File: config.mk
export PLATFORM = sky130hd
export DESIGN_NAME = uart_tx_arbiter
export DESIGN_NICKNAME = d
export VERILOG_FILES = /design/src/rtl/uart_tx_arbiter.sv
export SDC_FILE = /design/constraint.sdc
export NUM_CORES = 1
export LEC_CHECK = 0
export ABC_AREA = 1
export CORE_UTILIZATION = 45
export CTS_CLUSTER_DIAMETER = 60
export DETAILED_ROUTE_END_ITERATION = 12
export PLACE_DENSITY = 0.81
export SYNTH_ARGS = -nofsm -noshare
export SYNTH_HDL_FRONTEND = slang
export SYNTH_SLANG_ARGS = --single-unit
export TNS_END_PERCENT = 1
File: constraint.sdc
create_clock -name clk -period 4.45 [get_ports clk]
set_input_delay 0.6675 -clock clk [delete_from_list [all_inputs] [get_ports clk]]
set_output_delay 0.6675 -clock clk [all_outputs]
set_load 0.01 [all_outputs]
File: src/rtl/uart_tx_arbiter.sv
// Round-robin arbiter that shares one UART transmit engine between NUM_REQ byte producers.
// Each granted byte is issued to the engine, tracked to tx_done, then followed by an idle gap.
module uart_tx_arbiter #(
   parameter int NUM_REQ    = 4,
   parameter int DATA_BITS  = 8,
   parameter int GAP_CYCLES = 2
) (
   input  logic                           clk,
   input  logic                           reset,
   input  logic [NUM_REQ-1:0]             req_valid,
   input  logic [NUM_REQ*DATA_BITS-1:0]   req_data,
   output logic [NUM_REQ-1:0]             req_ready,
   output logic                           tx_start,
   output logic [DATA_BITS-1:0]           tx_data,
   input  logic                           tx_busy,
   input  logic                           tx_done,
   output logic [$clog2(NUM_REQ)-1:0]     grant_id,
   output logic                           active
);

   localparam int IDX_W = $clog2(NUM_REQ);
   localparam int GAP_W = (GAP_CYCLES > 2) ? $clog2(GAP_CYCLES) : 1;
   localparam logic [GAP_W-1:0] GAP_LOAD = (GAP_CYCLES > 0) ? GAP_W'(GAP_CYCLES - 1) : '0;
   localparam logic [IDX_W-1:0] LAST_RST = IDX_W'(NUM_REQ - 1);

   typedef enum logic [1:0] {
      ST_IDLE,
      ST_ISSUE,
      ST_WAIT_DONE,
      ST_GAP
   } state_t;

   state_t               state_q, state_d;
   logic [DATA_BITS-1:0] tx_data_q, tx_data_d;
   logic [IDX_W-1:0]     grant_id_q, grant_id_d;
   logic [IDX_W-1:0]     last_q, last_d;
   logic [GAP_W-1:0]     gap_cnt_q, gap_cnt_d;

   logic                 win_found;
   logic [IDX_W-1:0]     win_idx;
   logic [IDX_W-1:0]     scan_idx;
   logic [DATA_BITS-1:0] win_data;

   // Scan starts just after the last grant, so the previous winner is checked last.
   always_comb begin
      win_found = 1'b0;
      win_idx   = '0;
      scan_idx  = '0;
      for (int k = 1; k <= NUM_REQ; k++) begin
         scan_idx = IDX_W'((int'(last_q) + k) % NUM_REQ);
         if (!win_found && req_valid[scan_idx]) begin
            win_found = 1'b1;
            win_idx   = scan_idx;
         end
      end
   end

   always_comb begin
      win_data = '0;
      for (int i = 0; i < NUM_REQ; i++) begin
         if (win_idx == IDX_W'(i)) begin
            win_data = req_data[i*DATA_BITS +: DATA_BITS];
         end
      end
   end

   always_comb begin
      state_d    = state_q;
      tx_data_d  = tx_data_q;
      grant_id_d = grant_id_q;
      last_d     = last_q;
      gap_cnt_d  = gap_cnt_q;
      req_ready  = '0;
      tx_start   = 1'b0;

      unique case (state_q)
         ST_IDLE: begin
            if (win_found) begin
               req_ready[win_idx] = 1'b1;
               tx_data_d          = win_data;
               grant_id_d         = win_idx;
               last_d             = win_idx;
               state_d            = ST_ISSUE;
            end
         end
         // tx_done arriving here belongs to no frame of ours and is ignored.
         ST_ISSUE: begin
            if (!tx_busy) begin
               tx_start = 1'b1;
               state_d  = ST_WAIT_DONE;
            end
         end
         ST_WAIT_DONE: begin
            if (tx_done) begin
               if (GAP_CYCLES == 0) begin
                  state_d = ST_IDLE;
               end else begin
                  gap_cnt_d = GAP_LOAD;
                  state_d   = ST_GAP;
               end
            end
         end
         ST_GAP: begin
            if (gap_cnt_q == '0) begin
               state_d = ST_IDLE;
            end else begin
               gap_cnt_d = gap_cnt_q - 1'b1;
            end
         end
         default: begin
            state_d = ST_IDLE;
         end
      endcase
   end

   always_ff @(posedge clk) begin
      if (reset) begin
         state_q    <= ST_IDLE;
         tx_data_q  <= '0;
         grant_id_q <= '0;
         last_q     <= LAST_RST;
         gap_cnt_q  <= '0;
      end else begin
         state_q    <= state_d;
         tx_data_q  <= tx_data_d;
         grant_id_q <= grant_id_d;
         last_q     <= last_d;
         gap_cnt_q  <= gap_cnt_d;
      end
   end

   assign tx_data  = tx_data_q;
   assign grant_id = grant_id_q;
   assign active   = (state_q != ST_IDLE);

endmodule

-- After elaboration in Yosys (flattened, before gate mapping)
Cells that the tools add are included.
- flip-flop bits (word level): 15
- bits of input ports: 40
- word-level logic and storage cells: 74
- output and inout port bits: 16
- eq/ne operators: 10
- order comparisons: 6
- muxes and demuxes: 34
- $add $sub $neg: 5
- reduce and logical (&&, ||, !) cells: 14
- operators by type and width (cell ; count):
    8-bit two-way mux ; 4
    2-bit two-way mux ; 8
    2-bit by 3-bit < comparator with 1-bit output (second input constant) ; 5
    1-bit two-way mux ; 13
    1-bit binary-select mux with 2-bit select ; 4
    2-bit == test (second input constant) ; 4
    4-bit two-way mux ; 2
    2-bit inequality test (second input constant) ; 4
    2-bit one-hot mux with 4 select lines ; 1
    2-bit by 1-bit adder with 2-bit output (second input constant) ; 2
    2-bit adder (second input constant) ; 2
    2-bit by 1-bit == test with 1-bit output (second input constant) ; 2
    1-bit logical AND ; 4
    2-bit zero test ; 2
    2-bit AND reduction ; 2
    4-bit AND reduction ; 1
    2-bit nonzero test ; 2
    1-bit zero test ; 3
    1-bit demux with 2-bit select ; 1
    2-bit by 1-bit >= comparator with 1-bit output (second input constant) ; 1
    1-bit one-hot mux with 2 select lines ; 1
    1-bit subtractor (second input constant) ; 1

-- Logic depth before layout (Yosys ltp)
- word-level depth: 19
- depth in mapped cells: 15
- mapped depth without buffers: 15

-- Worst setup path before layout
OpenSTA, ideal clock, no wires.
- kind: input to output
- start point: input port req_valid[0]
- end point: output port req_ready[0]
- required time: 3783 ps
- buffers on the path: 1
- arrival time: 1812 ps
- slack: 1970 ps
- stages on the path: 10
- cell sequence: nand2_1 nand2_2 nand2_4 nand2_4 nand2_1 inv_1 a21oi_2 nand3_4 buf_6 nor3_1
- cells in the longest elaborated chain, start to end: 18
- RTL lines (item ; RTL line ; text):
    start: declaration ; 10 ; input logic [NUM_REQ-1:0] req_valid,
    1-bit binary-select mux with 2-bit select ; 51 ; if (!win_found && req_valid[scan_idx]) begin
    1-bit two-way mux (implied by the code) ; 51 ;
    1-bit two-way mux ; 51 ;
    1-bit zero test ; 51 ;
    1-bit logical AND ; 51 ;
    1-bit two-way mux ; 51 ;
    1-bit zero test ; 51 ;
    1-bit logical AND ; 51 ;
    [... 2 more ...] ; -- ;
    1-bit logical AND ; 51 ;
    2-bit two-way mux ; 51 ;
    2-bit by 3-bit < comparator with 1-bit output (implied by the code) / 2-bit by 1-bit >= comparator with 1-bit output (equally long branches) ; 79 ; req_ready[win_idx] = 1'b1;
    1-bit logical AND (implied by the code) ; 79 ;
    1-bit two-way mux (implied by the code) ; 79 ;
    1-bit demux with 2-bit select ; 79 ;
    4-bit two-way mux (*) ; 78 ; if (win_found) begin
    4-bit two-way mux (*) ; 76 ; unique case (state_q)
    end: declaration ; 12 ; output logic [NUM_REQ-1:0] req_ready,
Every way passes the cells marked *; elsewhere a longest branch is shown, timed or not. The select of a mux whose other input is x is not followed.

-- Worst setup path in the final report
- start point: input port req_valid[0]
- end point: output port req_ready[2]
Same word-level chain as after synthesis.

==> impl_metrics.csv <==
group,metric,value,unit
clocking,clk-insertion-delay-late,0.29,ns
clocking,ctsRootBufferMaster,"clkbuf_4",
sta,rsz0062_at_grt,"false",
synth,synth_edf_count,0,
layout,multi_input_area,873,sq um
sta,setup_ws,0.883,ns
setup_path,path_cells,"clkdlybuf4s50_1 > nand2_1 > nand2_2 > nand2_1 > nand2_1 > inv_2 > nand2_1 > nor2_1 > inv_2 > nand2_4 > inv_2 > nand2_1 > nor2_1 > clkdlybuf4s50_1",
job,max-cap-violations,0,
floorplan,rows,19,
floorplan,dieArea,3090,sq um
global_routing,grt-ovfl-total,0,
global_routing,grt_util_met3,0.0628,
layout,layout_commonest_cell,"nand2_1",
layout,n_antenna_cell,0,
routing,vias,1384,
placed_design,dp_slack,0.893,ns
layout,fillCellCount,256,
placed_design,dp.cells,271,
floorplan,die_w,55.6,microns
layout,drive_gt1_frac,0.152,
global_routing,grt.busiest_layer,"met2",
hold_path,hold_depth,2,
floorplan,boundaryPins,56,
routing,firstDrtPassIters,4,
setup_path,critPathMaxStageDelay,0.55,ns
placed_design,routabilityCongestion,0.889,
synth,synthArstFlopShare,0,
floorplan,chipHeight,55.6,microns
sta,finClkSkew,0.00727,ns
synth,netlist_instances,190,
synth,synth_nets,234,
sta,tightest_slew,0.468,ns
layout,ff_latch_area,300,sq um
setup_path,arrival,2.90,ns
setup_path,path_max_fanout,17,
global_routing,track_usage,0.223,
clocking,clk_pin_slew_worst_paths,0.08,ns
sta,relSlewSlack,0.688,
layout,stdcell_count,275,
routing,routed_wl,3150,microns
setup_path,cp_slowest_cell,"clkdlybuf4s50_1",
power,worst_ir_drop_vdd,0.604,mV
clocking,h-tree-depth,1,
sta,finalHoldViolations,0,
sta,finalCritPeriodShare,0.802,
setup_path,critPathCaptureType,"primary output",
clocking,cts-buffers-inserted,3,
global_routing,use_met2,0.396,
power,p_leak,0.840,nW
clocking,cts_resized,0,
routing,antenna_left,0,
clocking,clock_path_buffers,2,
clocking,cts_sinks,15,
outcome,status,"finished clean",
global_routing,antenna_found_initial,0,
sta,finalSetupTns,0,ns
synth,synth-seq-cells,15,
routing,drc,0,
setup_path,crit_path_start_kind,"primary input",
clocking,hold_buffers,0,
global_routing,grt_pass1_wl,5540,microns
clocking,post_cts_buffers,0,
placed_design,portBuffers,55,
setup_path,crit_required,3.78,ns
floorplan,start_util,0.473,
global_routing,grt_max_degree,19,
hold_path,hold_class,"reg2reg",
synth,syn-cell-area,1290,sq um
sta,timing.final.crit_period,3.57,ns
setup_path,critical_path_class,"in2out",
synth,ys_types,29,
routing,drt-initial-drc-count,62,
floorplan,core_area,2730,sq um
layout,mostFrequentLayoutCells,"62 x nand2_1, 55 x clkdlybuf4s50_1, 16 x nand3_1, 15 x nor2_1, 15 x dfxtp_1",
synth,ys_warn_count,0,
sta,fmax,280,MHz
placed_design,place_hpwl,2510,microns
synth,ys.flop_type,"dfxtp_1",
global_routing,met1_usage,0.262,
setup_path,ff2ff_path_depth,14,
global_routing,grt_pass1_vias,1362,
routing,wl_per_cell,11.4,microns
routing,viasPerCell,5.03,
clocking,cts_tree,"yes",
layout,fin_nets,289,
synth,syn_avg_cell_area,6.80,sq um
setup_path,cp_common_cell,"nand2_1",
sta,drv_slew,0,
power,powerDensity,776,nW/um^2
sta,final-setup-viol-count,0,
layout,syn2layout_area_growth,44.2,%
synth,ys_seq_area_frac,0.232,
## flip-flops by register name (all words and copies together), names as in the netlist
| register | count |
|---|---|
| tx_data | 8 |
| last_q | 2 |
| grant_id | 2 |
| gap_cnt_q | 1 |
| state_q | 2 |
## area by class of cell
cell class	count	share of cell area
multi-input cells	151	0.468
well taps	31	0.0208
inverters	19	0.0396
repair buffers	55	0.295
flip-flops and latches	15	0.161
clock buffers	3	0.0121
clock inverters	1	0.00268
## per-layer routing
metal	up-vias	share of wire	routed length, microns
li1	734	-	-
met1	608	0.44	1390
met2	38	0.49	1540
met3	4	0.059	184
met4	0	0.0086	27
met5	-	0	0
## logic make-up (layout without fill, tap and decap cells)
kind of cell / Yosys count / count (layout) / share of synthesized area
simple gates: 123 / 123 / 0.516
flops: 15 / 15 / 0.232
fa+ha+maj: 4 / 4 / 0.0387
compound gates: 24 / 24 / 0.121
buf+inv: 24 / 78 / 0.0920
## cells in the mapped netlist (2+ instances only)
cell,instances,area [sq um]
a211oi_1,2,15.0
a21oi_1,5,25.0
nand4_1,7,43.8
nor2_1,15,56.3
inv_1,13,48.8
o21ai_0,8,40.0
nand2_2,5,31.3
ha_1,4,50.1
dfxtp_1,15,300
nor2_8,2,40.0
nand2_4,5,56.3
inv_2,5,18.8
o211ai_1,2,15.0
nand3_1,16,80.1
a21oi_2,5,43.8
nand2_1,62,233
nor3_1,2,10.0
nand3_2,4,40.0
buf_6,3,33.8
## worst max-delay path: cells and delay by family
kind	cells	cell delay (ns)
simple gates	9	0.82
buf+inv	5	1.41
## path summary, 6_finish.rpt
check	start	end	slack, ns
worst max-delay path	req_valid[0]	req_ready[2]	0.88
worst min-delay path	grant_id[1]	grant_id[1]	0.47
worst max register to register	last_q[0]	tx_data[4]	2.11
worst min register to register	grant_id[1]	grant_id[1]	0.47
## per-stage QoR
stage                     cell area (sq um)  utilization  total power [mW]  hold slack, ns
after floorplan                        1290            -              1.11           0.487
after global placement                 1840        0.672              1.36           0.454
after detailed placement               1840        0.672              1.37           0.465
after CTS                              1860        0.682              1.45           0.478
after global routing                   1860        0.682              1.59           0.503
final                                  1860        0.682              1.45           0.474
## where the power goes
part	total, mW	switching, mW	internal [mW]
Clock	0.0790	0.0455	0.0335
Sequential	0.234	0.0466	0.188
Combinational	1.13	0.693	0.441
Total	1.45	0.785	0.662
(Power assumes the default switching activity.)
